### config.mk
export PLATFORM = sky130hd
export DESIGN_NAME = fp_multiplier_pipe
export DESIGN_NICKNAME = d
export VERILOG_FILES = /design/src/rtl/fp_multiplier_pipe.sv
export SDC_FILE = /design/constraint.sdc
export NUM_CORES = 2
export LEC_CHECK = 0
export CAP_MARGIN = 10
export CORE_MARGIN = 2
export CORE_UTILIZATION = 55
export CTS_CLUSTER_DIAMETER = 150
export DETAILED_ROUTE_END_ITERATION = 12
export DONT_BUFFER_PORTS = 1
export PLACE_DENSITY_LB_ADDON = 0.05
export SLEW_MARGIN = 20
export SYNTH_ARGS = -nofsm -noshare
export SYNTH_HDL_FRONTEND = slang
export SYNTH_SLANG_ARGS = --single-unit
export TNS_END_PERCENT = 1
### constraint.sdc
create_clock -name clk_i -period 8.93 [get_ports clk_i]
set_clock_uncertainty 0.05 [all_clocks]
set_input_delay 0.4465 -clock clk_i [delete_from_list [all_inputs] [get_ports clk_i]]
set_output_delay 0.4465 -clock clk_i [all_outputs]
set_load 0.01 [all_outputs]
### src/rtl/fp_multiplier_pipe.sv
// Three-stage IEEE-style floating-point multiplier with valid/ready flow control.
// Subnormal inputs and underflowing results are flushed to zero; rounding is
// round-to-nearest-even; NaN results are always the canonical quiet NaN.
module fp_multiplier_pipe #(
    parameter  int unsigned EXP_W  = 8,
    parameter  int unsigned MAN_W  = 23,
    localparam int unsigned DATA_W = 1 + EXP_W + MAN_W
) (
    input  logic              clk_i,
    input  logic              rst_ni,
    input  logic [DATA_W-1:0] dataA_i,
    input  logic [DATA_W-1:0] dataB_i,
    input  logic              in_valid_i,
    output logic              in_ready_o,
    output logic [DATA_W-1:0] data_o,
    output logic              out_valid_o,
    input  logic              out_ready_i,
    output logic [3:0]        flags_o
);

    localparam int unsigned BIAS    = (1 << (EXP_W - 1)) - 1;
    localparam int unsigned EXP_MAX = (1 << EXP_W) - 1;
    localparam int unsigned EXPS_W  = EXP_W + 2;
    localparam int unsigned SIG_W   = MAN_W + 1;
    localparam int unsigned PROD_W  = 2 * SIG_W;

    localparam logic [DATA_W-1:0] QNAN = {1'b0, {EXP_W{1'b1}}, 1'b1, {(MAN_W - 1){1'b0}}};

    // Flag bit positions: {nv, of, uf, nx}
    localparam logic [3:0] FLAG_NV = 4'b1000;
    localparam logic [3:0] FLAG_OF_NX = 4'b0101;
    localparam logic [3:0] FLAG_UF_NX = 4'b0011;

    logic advance;

    // Operand fields
    logic              signA, signB;
    logic [EXP_W-1:0]  expA, expB;
    logic [MAN_W-1:0]  fracA, fracB;

    // Stage 1 next values
    logic                     aZero, bZero, aInf, bInf, aNan, bNan, aSnan, bSnan;
    logic                     signP;
    logic signed [EXPS_W-1:0] expSumD;
    logic                     specialD;
    logic [DATA_W-1:0]        specDataD;
    logic [3:0]               specFlagsD;

    // Stage 1 registers
    logic                     s1Valid;
    logic                     s1Sign;
    logic signed [EXPS_W-1:0] s1ExpSum;
    logic [SIG_W-1:0]         s1ManA, s1ManB;
    logic                     s1Special;
    logic [DATA_W-1:0]        s1SpecData;
    logic [3:0]               s1SpecFlags;

    // Stage 2 registers
    logic                     s2Valid;
    logic                     s2Sign;
    logic signed [EXPS_W-1:0] s2ExpSum;
    logic [PROD_W-1:0]        s2Prod;
    logic                     s2Special;
    logic [DATA_W-1:0]        s2SpecData;
    logic [3:0]               s2SpecFlags;

    // Stage 3 combinational result
    logic signed [EXPS_W-1:0] expAdj, expFinal;
    logic [MAN_W-1:0]         frac, fracRnd;
    logic                     guardBit, stickyBit, roundUp, carry;
    logic [DATA_W-1:0]        s3Data;
    logic [3:0]               s3Flags;

    // Output registers
    logic              outValidQ;
    logic [DATA_W-1:0] dataQ;
    logic [3:0]        flagsQ;

    assign advance     = !outValidQ || out_ready_i;
    assign in_ready_o  = advance;
    assign out_valid_o = outValidQ;
    assign data_o      = dataQ;
    assign flags_o     = flagsQ;

    assign signA = dataA_i[DATA_W-1];
    assign signB = dataB_i[DATA_W-1];
    assign expA  = dataA_i[DATA_W-2:MAN_W];
    assign expB  = dataB_i[DATA_W-2:MAN_W];
    assign fracA = dataA_i[MAN_W-1:0];
    assign fracB = dataB_i[MAN_W-1:0];

    // S1: classify operands, resolve special-case result, biased exponent sum
    always_comb begin
        aZero      = (expA == '0);
        bZero      = (expB == '0);
        aInf       = (&expA) && (fracA == '0);
        bInf       = (&expB) && (fracB == '0);
        aNan       = (&expA) && (fracA != '0);
        bNan       = (&expB) && (fracB != '0);
        aSnan      = aNan && !fracA[MAN_W-1];
        bSnan      = bNan && !fracB[MAN_W-1];
        signP      = signA ^ signB;
        expSumD    = EXPS_W'(expA) + EXPS_W'(expB) - EXPS_W'(BIAS);
        specialD   = 1'b0;
        specDataD  = '0;
        specFlagsD = '0;
        if (aNan || bNan) begin
            specialD   = 1'b1;
            specDataD  = QNAN;
            specFlagsD = (aSnan || bSnan) ? FLAG_NV : 4'b0000;
        end else if ((aInf && bZero) || (aZero && bInf)) begin
            specialD   = 1'b1;
            specDataD  = QNAN;
            specFlagsD = FLAG_NV;
        end else if (aInf || bInf) begin
            specialD   = 1'b1;
            specDataD  = {signP, {EXP_W{1'b1}}, {MAN_W{1'b0}}};
        end else if (aZero || bZero) begin
            specialD   = 1'b1;
            specDataD  = {signP, {(DATA_W - 1){1'b0}}};
        end
    end

    // S3: normalise, round to nearest even, range-check and apply special override
    always_comb begin
        expAdj    = s2ExpSum;
        frac      = '0;
        guardBit  = 1'b0;
        stickyBit = 1'b0;
        if (s2Prod[PROD_W-1]) begin
            expAdj    = s2ExpSum + EXPS_W'(1);
            frac      = s2Prod[PROD_W-2 -: MAN_W];
            guardBit  = s2Prod[MAN_W];
            stickyBit = |s2Prod[MAN_W-1:0];
        end else begin
            frac      = s2Prod[PROD_W-3 -: MAN_W];
            guardBit  = s2Prod[MAN_W-1];
            stickyBit = |s2Prod[MAN_W-2:0];
        end
        roundUp          = guardBit && (stickyBit || frac[0]);
        {carry, fracRnd} = {1'b0, frac} + SIG_W'(roundUp);
        expFinal         = expAdj + EXPS_W'(carry);
        s3Data           = {s2Sign, expFinal[EXP_W-1:0], fracRnd};
        s3Flags          = {3'b000, guardBit || stickyBit};
        if (s2Special) begin
            s3Data  = s2SpecData;
            s3Flags = s2SpecFlags;
        end else if (expFinal >= $signed(EXPS_W'(EXP_MAX))) begin
            s3Data  = {s2Sign, {EXP_W{1'b1}}, {MAN_W{1'b0}}};
            s3Flags = FLAG_OF_NX;
        end else if (expFinal <= $signed(EXPS_W'(0))) begin
            s3Data  = {s2Sign, {(DATA_W - 1){1'b0}}};
            s3Flags = FLAG_UF_NX;
        end
    end

    // Valid bits and output registers; everything holds while stalled
    always_ff @(posedge clk_i or negedge rst_ni) begin
        if (!rst_ni) begin
            s1Valid   <= 1'b0;
            s2Valid   <= 1'b0;
            outValidQ <= 1'b0;
            dataQ     <= '0;
            flagsQ    <= '0;
        end else if (advance) begin
            s1Valid   <= in_valid_i;
            s2Valid   <= s1Valid;
            outValidQ <= s2Valid;
            if (s2Valid) begin
                dataQ  <= s3Data;
                flagsQ <= s3Flags;
            end
        end
    end

    // S1/S2 datapath registers, no reset needed
    always_ff @(posedge clk_i) begin
        if (advance) begin
            s1Sign      <= signP;
            s1ExpSum    <= expSumD;
            s1ManA      <= {1'b1, fracA};
            s1ManB      <= {1'b1, fracB};
            s1Special   <= specialD;
            s1SpecData  <= specDataD;
            s1SpecFlags <= specFlagsD;
            s2Sign      <= s1Sign;
            s2ExpSum    <= s1ExpSum;
            s2Prod      <= PROD_W'(s1ManA) * PROD_W'(s1ManB);
            s2Special   <= s1Special;
            s2SpecData  <= s1SpecData;
            s2SpecFlags <= s1SpecFlags;
        end
    end

endmodule
* Word-level counts from Yosys, hierarchy flattened *
Cells that the tools add are included.
Widths: inputs -> output; s select.

word-level totals
  input bits = 68
  register bits = 229
  logic and storage cells = 77
  output and inout port bits = 38

cells by class
  reductions and logical operators = 33
  add/subtract/negate cells = 5
  multipliers = 1
  multiplexer cells = 16
  $lt $le $gt $ge = 2
  bitwise operators = 1

operator list
  kind                   number
  $mux 32                3
  $mux 31                2
  $mul 24x24->48         1
  $logic_not 23->1       2
  $reduce_bool 23->1     2
  $add 23x1->24          1
  $mux 23                1
  $reduce_or 23->1       1
  $reduce_or 22->1       1
  $logic_not 8->1        2
  $mux 4                 4
  $reduce_and 8->1       2
  $add 10x1->10          1
  $add 10x2->10 const B  1
  $ge 10x9->1 const B    1
  $le 10x1->1 const B    1
  $mux 10                1
  $sub 9x7->10 const B   1
  $add 8x8->9            1
  $logic_and 1x1->1      9
  $logic_or 1x1->1       8
  $logic_not 1->1        3
  $mux 1                 3
  $mux 3                 1
  5 further kinds        5

* Longest topological paths before layout *
  word-level depth = 10
  gate-level depth with buffers = 27
  gate-level depth less buffers = 25

* Least setup slack after synthesis *
OpenSTA, ideal clock, no wires.

  path type = reg2reg
  start point = register s1ManA[13]
  end point = register s2Prod[45], data pin
  period minus slack after synthesis = 6.819 ns
  arrival = 6.504 ns
  data required time = 8.615 ns
  slack = 2.111 ns
  stages on the path, launching flop included = 27
  library setup time = 0.265 ns
  cells stage by stage = edfxtp_1 clkbuf_1 nand2_1 fa_1 inv_1 fa_1 inv_1 fa_1 inv_1 fa_1 inv_1 fa_1 inv_1 fa_1 inv_1 fa_1 inv_1 ha_1 a211oi_1 nand2_1 a211oi_1 a211oi_1 o21ai_1 nand2_1 a41oi_1 o21ai_1 xor2_1

on the way
  cells in the longest elaborated chain, start to end = 1

RTL lines
  what                    RTL line  source
  start, declared         53        logic [SIG_W-1:0] s1ManA, s1ManB;
  start signal, assigned  181       s1ManA <= {1'b1, fracA};
  $mul 24x24->48          188       s2Prod <= PROD_W'(s1ManA) * PROD_W'(s1ManB);
  end signal, assigned    188
  end, declared           62        logic [PROD_W-1:0] s2Prod;

Every way passes these cells.
A chain may end at the register's enable or synchronous reset.

* Worst setup path in the final report *
  start point = register s1ManB[7]
  end point = register s2Prod[46], data pin

on the way
  cells in the longest elaborated chain, start to end = 1

RTL lines
  what                    RTL line  source
  start, declared         53
  start signal, assigned  182       s1ManB <= {1'b1, fracB};
  $mul 24x24->48          188

Every way passes these cells.

==> flow_metrics.tcl <==
set metrics [dict create \
    hold_slack_ns 0.0308 \
    yosysSeqAreaShare_pct 18.2 \
    drt_wl_total_um 72000 \
    final.setup.tns_ns 0 \
    crit_required_ns 9.19 \
    worstSetupEndpointType "register" \
    yosys.area_share.simple_pct 14.9 \
    synth_xor_area_share_pct 3.15 \
    violations "design-rule violations" \
    dp_hpwl_um 57300 \
    grt_setup_unrepaired "false" \
    drive_gt1_share_pct 4.22 \
    crit_top_cell "fa_1" \
    cts-buffers-inserted 17 \
    muxShareOfSynthArea_pct 0.916 \
    ant_nets 0 \
    relSlewSlack_pct 12.7 \
    synth_cell_type_count 75 \
    grt_pass1_wl_um 112000 \
    async_flop_share_pct 23.6 \
    wl_per_cell_um 22.1 \
    cp.arrival_ns 8.72 \
    syn_area_um2 26100 \
    critPathMaxStageDelay_ns 1.22 \
    area_growth_pct 5.10 \
    synth_compound_area_share_pct 6.00 \
    period_share_pct 94.8 \
    drv_slew 0 \
    status "complete, but fails checks" \
    root_buffer "clkbuf_16" \
    cts.sinks 165 \
    cts.clk_slew.worst_paths_ns 0.09 \
    hold_path_class "input port to register" \
    synth_enable_flop_cells 126 \
    setup_viol 0 \
    syn_nets 3425 \
    nets 3385 \
    syn_inst 2681 \
    row_count 79 \
    routed_via_density 5.63 \
    period_needed_ns 8.46 \
    overflow 0 \
    num_io_pins 106 \
    clockBufferDepth 2 \
    worst_pin_slew_ns 1.31 \
    antenna_found_initial 3 \
    ys_warn_count 0 \
    ys.flop_type "edfxtp_1" \
    ys_ff_latch 165 \
    path_max_fanout 22 \
    cap_violations 0 \
    layout_commonest_cell "inv_1" \
    critPathTopFamily "adder cells" \
    gp_congestion 0.962 \
    grt_usage_pct 30.4 \
    crit_type "register to register" \
    synthAdderAreaFrac_pct 46.4 \
    die_y_um 222 \
    drtPass1Iterations 10 \
    path_cells "buf_4 > and2_1 > fa_1 > fa_1 > inv_1 > fa_1 > fa_1 > inv_1 > fa_1 > fa_1 > inv_1 > fa_1 > inv_1 > ha_1 > nand2_1 > nor3_1 > o211ai_1 > a2111oi_0 > buf_4 > nor3_1 > o21ai_1 > a211oi_1 > nor4b_1 > nand4b_1" \
    grt_max_degree 72 \
    htree_levels 4 \
    core_area_um2 46700 \
    cts_tree "yes" \
    syn_avg_cell_area_um2 9.73 \
    hold_viol 0 \
    dieArea_um2 49200 \
    worst_setup_path_start_kind "register" \
    io_buffers 0 \
    synth_top_family_by_area "adder cells" \
    post_cts_buffers 0 \
    drc 6 \
    dp_cells 3226 \
    die-width_um 222 \
    clk-insertion-delay-late_ns 0.45 \
    cts-resized-gates 0 \
    final_cell_mix "592 x inv_1, 483 x fa_1, 326 x nand2_1" \
    vias 18400 \
    stdcell_count 3264 \
    first_iter_violations 1496 \
    start_util_pct 55.9 \
    fmax_mhz 118 \
    grt_pass1_vias 19200 \
    cp_slowest_cell "edfxtp_1" \
    path_buf_inv 6 \
    ctsHoldBuffers 2 \
]
[Yosys cell counts, types with 4 or more instances]
cell type / n / area [µm²]
a2111oi_0: 4 / 35.0
a211oi_1: 10 / 75.1
a21o_1: 34 / 255
a21oi_1: 56 / 280
a221o_1: 10 / 100
a22o_1: 24 / 210
a31oi_1: 11 / 68.8
and2_1: 248 / 1550
and3_1: 10 / 62.6
buf_1: 6 / 22.5
buf_6: 4 / 45.0
clkbuf_1: 104 / 390
dfrtp_1: 39 / 976
edfxtp_1: 126 / 3780
fa_1: 483 / 9670
ha_1: 193 / 2410
inv_1: 592 / 2220
mux2_2: 7 / 78.8
mux2i_1: 16 / 160
nand2_1: 326 / 1220
nand2b_1: 5 / 31.3
nand3_1: 26 / 130
nand4_1: 18 / 113
nor2_1: 85 / 319
nor2b_1: 7 / 43.8
nor3_1: 17 / 85.1
nor4_1: 20 / 125
o211ai_1: 4 / 30.0
o21a_1: 6 / 45.0
o21ai_0: 16 / 80.1
o21ai_1: 10 / 50.1
o21bai_1: 8 / 60.1
o31ai_1: 4 / 30.0
or4_1: 4 / 30.0
xnor2_1: 56 / 490
xor2_1: 36 / 315
[path summary, 6_finish.rpt]
path / slack, ns / end / start / cells past startpoint
setup / recovery: 0.47 / s2Prod[46] / s1ManB[7] / 24
hold / removal: 0.03 / s1ManA[11] / dataA_i[11] / 0
setup reg to reg: 0.47 / s2Prod[46] / s1ManB[7] / 24
hold reg to reg: 0.37 / s2ExpSum[6] / s1ExpSum[6] / 0
max in group asynchronous: 8.21 / data_o[4] / rst_ni / 2
min in group asynchronous: 0.42 / data_o[31] / rst_ni / 2
[worst reg2reg max path, delay by kind of cell, from the launching register on]
kind | cells | cell delay, ns
buffers and inverters | 6 | 0.69
DFF | 1 | 1.22
adders and majority gates | 8 | 3.86
AOI/OAI and AO/OA | 4 | 1.34
and+or+nand+nor | 6 | 1.16
[registers in the layout (all words and copies together), names as in the netlist, 3 cells and up]
name and flops:
s2Prod 48, data_o 32, s1ManA 23, s1ManB 23, s1ExpSum 10, s2ExpSum 10, flags_o 4, s1SpecData 3
s2SpecData 3
[cell type report]
cell class | count | area, µm²
Fill cell | 4059 | 19200
Clock buffer | 20 | 458
Sequential cell | 165 | 4760
Tap cell | 607 | 759
Timing Repair Buffer | 58 | 458
Inverter | 595 | 2230
Multi-Input combinational cell | 1804 | 18600
Clock inverter | 12 | 109
Antenna cell | 3 | 7.51
[per-layer routing]
layer	track usage [%]	wire length [µm]	part of all wire [%]	vias to the layer above
met3	4.73	4870	6.8	122
met1	42.8	31300	44	9470
met4	9.83	2540	3.5	2
met5	0	11	0.015	-
li1	-	-	-	8152
met2	48.7	33200	46	643
[cell families (layout without fill, tap and decap cells)]
family / Yosys count / count (layout)
AO/OA/AOI/OAI: 224 / 224
AND/OR/NAND/NOR: 787 / 787
other: 0 / 3
XOR/XNOR: 93 / 93
flip-flops: 165 / 165
adder cells (fa/ha/maj): 677 / 677
buffers and inverters: 712 / 685
multiplexers: 23 / 23
[stage by stage]
step / area (µm²) / worst slack (ns) / util, %
final: 27400 / 0.466 / 58.8
after CTS: 27400 / 0.655 / 58.7
after floorplan: 26100 / 2.11 / -
after global routing: 27400 / 0.180 / 58.8
after global placement: 26800 / 0.787 / 57.4
after detailed placement: 26800 / 0.723 / 57.4
Power is not shown: default switching activity piles up to over one toggle a cycle in this logic, so the estimate is an artifact.
